==> config.mk <==
export PLATFORM = sky130hd
export DESIGN_NAME = pipe_ctrl
export DESIGN_NICKNAME = d
export VERILOG_FILES = /design/src/rtl/pipe_ctrl.sv
export SDC_FILE = /design/constraint.sdc
export NUM_CORES = 1
export LEC_CHECK = 0
export CAP_MARGIN = 10
export CORE_AREA = 2 2 97 117
export CTS_BUF_LIST = sky130_fd_sc_hd__clkbuf_16
export DETAILED_ROUTE_END_ITERATION = 7
export DIE_AREA = 0 0 99 119
export PLACE_DENSITY = 0.82
export SLEW_MARGIN = 5
export SYNTH_ARGS = -nofsm -noshare
export SYNTH_HDL_FRONTEND = slang
export SYNTH_SLANG_ARGS = --single-unit
==> constraint.sdc <==
create_clock -name clk -period 2.9 [get_ports clk]
set_input_delay 0.58 -clock clk [delete_from_list [all_inputs] [get_ports clk]]
set_output_delay 0.58 -clock clk [all_outputs]
set_load 0.005 [all_outputs]
==> src/rtl/pipe_ctrl.sv <==
// Pipeline sequencing controller: load-use bubbles, multi-cycle EX holds,
// taken-branch PC redirect with wrong-path flush, and stall/flush counters.
module pipe_ctrl #(
    parameter int MULTI_CYCLES = 4,
    parameter int CNT_W        = 32
) (
    input  logic             clk,
    input  logic             rst,
    input  logic             id_valid,
    input  logic [4:0]       id_rs1,
    input  logic [4:0]       id_rs2,
    input  logic             id_use_rs1,
    input  logic             id_use_rs2,
    input  logic             ex_valid,
    input  logic [4:0]       ex_rd,
    input  logic             ex_is_load,
    input  logic             ex_multi,
    input  logic             ex_taken,
    input  logic [31:0]      ex_target,
    output logic             stall_if,
    output logic             stall_id,
    output logic             stall_ex,
    output logic             flush_id,
    output logic             bubble_ex,
    output logic             pc_redirect,
    output logic [31:0]      pc_target,
    output logic             misalign,
    output logic             ex_done,
    output logic [CNT_W-1:0] stall_cnt,
    output logic [CNT_W-1:0] flush_cnt
);

    typedef enum logic [1:0] {RUN, MULTI, REDIRECT} state_t;

    localparam logic [7:0]       CNT_LOAD = 8'(MULTI_CYCLES - 2);
    localparam logic [CNT_W-1:0] CNT_ONE  = {{(CNT_W-1){1'b0}}, 1'b1};

    state_t     state, state_nxt;
    logic [7:0] cnt, cnt_nxt;
    logic       branch, aligned, multi_start, load_use;

    assign branch      = ex_valid & ex_taken;
    assign aligned     = (ex_target[1:0] == 2'b00);
    assign multi_start = ex_valid & ex_multi;
    assign load_use    = ex_valid & ex_is_load & (ex_rd != 5'd0) & id_valid &
                         ((id_use_rs1 & (id_rs1 == ex_rd)) |
                          (id_use_rs2 & (id_rs2 == ex_rd)));

    always_ff @(posedge clk) begin
        if (rst) begin
            state <= RUN;
            cnt   <= 8'd0;
        end else begin
            state <= state_nxt;
            cnt   <= cnt_nxt;
        end
    end

    always_comb begin
        state_nxt = state;
        cnt_nxt   = cnt;
        case (state)
            RUN: begin
                if (branch) begin
                    if (aligned) state_nxt = REDIRECT;
                end else if (multi_start) begin
                    state_nxt = MULTI;
                    cnt_nxt   = CNT_LOAD;
                end
            end
            MULTI: begin
                if (cnt != 8'd0) cnt_nxt = cnt - 8'd1;
                else             state_nxt = RUN;
            end
            REDIRECT: state_nxt = RUN;
            default:  state_nxt = RUN;
        endcase
    end

    // Outputs are forced low while rst is high so nothing leaks out mid-reset.
    always_comb begin
        stall_if    = 1'b0;
        stall_id    = 1'b0;
        stall_ex    = 1'b0;
        flush_id    = 1'b0;
        bubble_ex   = 1'b0;
        pc_redirect = 1'b0;
        misalign    = 1'b0;
        ex_done     = 1'b0;
        if (!rst) begin
            case (state)
                RUN: begin
                    if (branch) begin
                        if (aligned) begin
                            flush_id  = 1'b1;
                            bubble_ex = 1'b1;
                        end else begin
                            misalign  = 1'b1;
                        end
                    end else if (multi_start) begin
                        stall_if = 1'b1;
                        stall_id = 1'b1;
                        stall_ex = 1'b1;
                    end else if (load_use) begin
                        stall_if  = 1'b1;
                        stall_id  = 1'b1;
                        bubble_ex = 1'b1;
                    end
                end
                MULTI: begin
                    if (cnt != 8'd0) begin
                        stall_if = 1'b1;
                        stall_id = 1'b1;
                        stall_ex = 1'b1;
                    end else begin
                        ex_done  = 1'b1;
                    end
                end
                REDIRECT: begin
                    pc_redirect = 1'b1;
                    flush_id    = 1'b1;
                    bubble_ex   = 1'b1;
                end
                default: ;
            endcase
        end
    end

    always_ff @(posedge clk) begin
        if (rst) begin
            pc_target <= 32'd0;
            stall_cnt <= '0;
            flush_cnt <= '0;
        end else begin
            if (state == RUN && branch && aligned) pc_target <= ex_target;
            if (stall_if) stall_cnt <= stall_cnt + CNT_ONE;
            if (flush_id) flush_cnt <= flush_cnt + CNT_ONE;
        end
    end

endmodule

==> impl_results.md <==
* Outcome: complete, no violations
* Logic pwr share at 9.5%
* HP Class: register to register
* Via-to-Cell Ratio at 5.50
* Number of synthesized flops with an enable pin at 0
* Reg power frac at 50.0%
* Required @ worst endpoint at between 2000 and 2500 ps
* CTS clock-pin slew for the worst setup and hold paths at roughly 60 ps
* Clk root buf: clkbuf_16
* Setup Slack @ Placement at -280 ps
* Setup ws final at 33.6 ps
* Vias after detailed routing at 4,827
* Maximum fanout along the worst path at 2
* Fmax at about 0.35 GHz
* Critical path buffers and inverters at 5
* Seq. cell area at 0.00212 sq mm
* Clock Tree Buf Depth at 2
* Measured slew at the worst slew-check pin at around 750 ps
* Worst setup SP type: input port
* Crit. End Element: primary output
* Mean Syn Cell Area at 8.26 sq um
* Largest net degree at the start of global routing at 63
* Synthesized area at between 0.004 and 0.005 sq mm
* Number of remaining DRC errors at 0
* Area delta synth->final at 43.9%
* GR Util All Layers at 21.6%
* CTS tree: done
* Area occupied by multi-input gates at 0.00254 sq mm
* Switching pwr at 691 uW
* Critical path's largest stage delay at 500 ps
* Placed cells at between 800 and 900
* Seq/Total Area, Yosys at ~44%
* Relative slew slack at 49.3%
* Final GP Congestion at approximately 0.88
* Skew final at 11.5 ps
* Most common flop cell mapped by yosys: dfxtp_1
* Warnings from Yosys at 0
* CP max stage cell: clkdlybuf4s50_1
* Nets at 800
* Pwr Density at 433 mW/mm^2
* Most frequent cells in the layout: clkdlybuf4s50_1, dfxtp_1, nand2_1
* Number of global-route vias before repair at 4,624
* Grt ovf at 0
* Full die area at between 0.01 and 0.015 sq mm
* Delay-heaviest family, CP: buffers and inverters
* Setup CP Type: input port to primary output
* Die Ht at 119 microns
* Final wirelength at 13.2 mm
* Switching share of power at 23.1%
* Reg2reg setup slack at roughly 390 ps
* Hold Path End: pc_target[3]
* Core box area at 0.0108 sq mm
* H-tree levels at 3
* Cell variety after synth at 49
* Clock latency on the worst-skew pair at 340 ps
* Total clock sinks at 106
* Max Slew Vio Count at 0
* Reg-to-reg endpoint: stall_cnt[1]
* Pre-antenna DRT Iters at 6
* Critical R2R Launch: cnt[1]
* Initial antenna violation count at 0
* Final Hold Fails at 0
* CP cell instances: clkdlybuf4s50_1, nor4b_4, buf_4, o211ai_1, buf_4, nor2_2, a21oi_4, inv_2, dlygate4sd2_1
* Tcrit/Tclk final at 98.8%
* Pint at around 2300 uW
* Io pins at 160
* # hold bufs at CTS at 0
* Cells after Synth at 581
* Hold path depth at 2
* # setup viols final at 0
* Rows at 42
* Fillers at 917
* Most common cell after layout, fill and taps aside: clkdlybuf4s50_1
* Peak supply drop at approximately 0.00027 V
* Worst r2r path cells at 10
* Final std cells w/o fill at around 880
* Most Frequent Cell on Critical Path: buf_4
* Asr flop ratio synth at 0%
* Initial core utilization at ~45%
* Minimum clock period after layout at 2870 ps
* Worst hold start: pc_target[3]
* DRT iter0 DRCs at 156
* First-pass GRT wire length at between 20 and 25 mm
* Chip Width at 99 microns
* Clk pwr share at 40.5%
* Max-Cap Viols at 0
* ANT cells at 0
* Synthesized flop and latch total at 106
* Num CTS Buffers at 9
* Critical path data arrival time at 2290 ps
* LEAKAGE at 0.00232 uW
* Final antenna-violating net count at 0
* Dpl hpwl at 9.35 mm
* Mapped Nets at 640
* Share of cells above drive strength 1 at 7.64%
* CP startpoint: ex_valid
* Drt wl/cell at 15.0 microns
* Port Buffers at 159
==> state kept, by name, summed over array words and instances, names as in the netlist <==
register	flops
pc_target	32
stall_cnt	32
cnt	8
state	2
flush_cnt	32
==> worst max-delay path by stage <==
stage,endpoint,slack [ps],depth (start not counted)
after floorplan,stall_if,280,8
after global placement,stall_if,-240,7
after detailed placement,stall_id,-280,7
after CTS,flush_id,20,6
after global routing,stall_id,-10,9
final,stall_id,30,9
==> cell type report <==
type | instances | share of cell area (%)
clock inverter | 7 | 0.979
sequential | 106 | 30.7
tap | 132 | 2.39
inverter | 8 | 0.435
timing repair buffer | 182 | 25.4
multi-input combinational | 434 | 36.8
clock buffer | 9 | 3.26
==> repair_timing <==
item / CTS / global route
cloned: 0 / 0
pin swaps: 5 / 7
endpoints found under the setup margin: 5 / 4
gates resized for setup: 14 / 7
buffers inserted: 2 / 3
hold endpoints to repair: 0 / 0
==> worst reg2reg max path, cell delays in order (launching register included) <==
cell and delay [ps]:
dfxtp_1 320, inv_1 100, ha_4 160, or3b_4 410
o21ai_4 220, a21oi_2 100, buf_4 140, a21oi_4 160
buf_4 470, mux2i_1 260, nor2_1 50
==> metal layers <==
| layer | up-vias | global-route usage, % | share of wire, % |
|---|---|---|---|
| met2 | 136 | 38.0 | 51 |
| met4 | 0 | 10.0 | 4.1 |
| met5 | - | 0 | 0 |
| li1 | 2392 | - | - |
| met1 | 2254 | 24.9 | 40 |
| met3 | 45 | 4.11 | 4.7 |
==> metrics by stage <==
step / util, % / hold slack, ps / TNS [ps] / power (uW) / area [sq um]
floorplan: - / 453 / 0 / 1650 / 4800
global placement: 60.7 / 440 / -630 / 1790 / 6540
detailed placement: 60.7 / 446 / -2220 / 1800 / 6540
CTS: 63.7 / 455 / 0 / 3000 / 6860
global route: 64.1 / 470 / -20.8 / 3100 / 6900
finish: 64.1 / 453 / 0 / 2990 / 6900
==> cell usage after synthesis (2+ instances only) <==
library cell	instances	share of area, %
dfxtp_1	106	44
ha_1	3	0.78
or4_1	18	2.8
nor3_1	4	0.42
clkbuf_1	23	1.8
nand4_1	27	3.5
and3_1	8	1.0
o31ai_1	17	2.7
inv_1	8	0.63
nand3_1	26	2.7
xor2_1	23	4.2
buf_4	4	0.63
nand2_1	85	6.6
a21oi_1	75	7.8
nor3b_1	3	0.47
o21ai_0	24	2.5
buf_2	4	0.42
or2_2	2	0.26
nand3b_1	2	0.31
and2_1	4	0.52
nor2_1	41	3.2
and4_1	6	1.1
xnor2_1	13	2.4
nor2b_1	3	0.39
or3_1	28	3.7
==> kinds of logic after synthesis <==
logic type	Yosys count	share of synthesized area, %
xor gates and xnor gates	36	6.57
and+or+nand+nor	270	29.8
AOI/OAI and AO/OA	123	14.4
muxes	2	0.443
DFF	106	44.2
buffers and inverters	41	3.78
adders and majority gates	3	0.782
==> power by group through the flow <==
stage	sequential, uW	combinational (uW)	clock (uW)
after floorplan	1520	128	0
after global placement	1530	261	0
after detailed placement	1530	269	0
after CTS	1490	276	1230
after global routing	1500	307	1300
final	1490	284	1210
No activity file was read; power rests on OpenSTA's default activity.
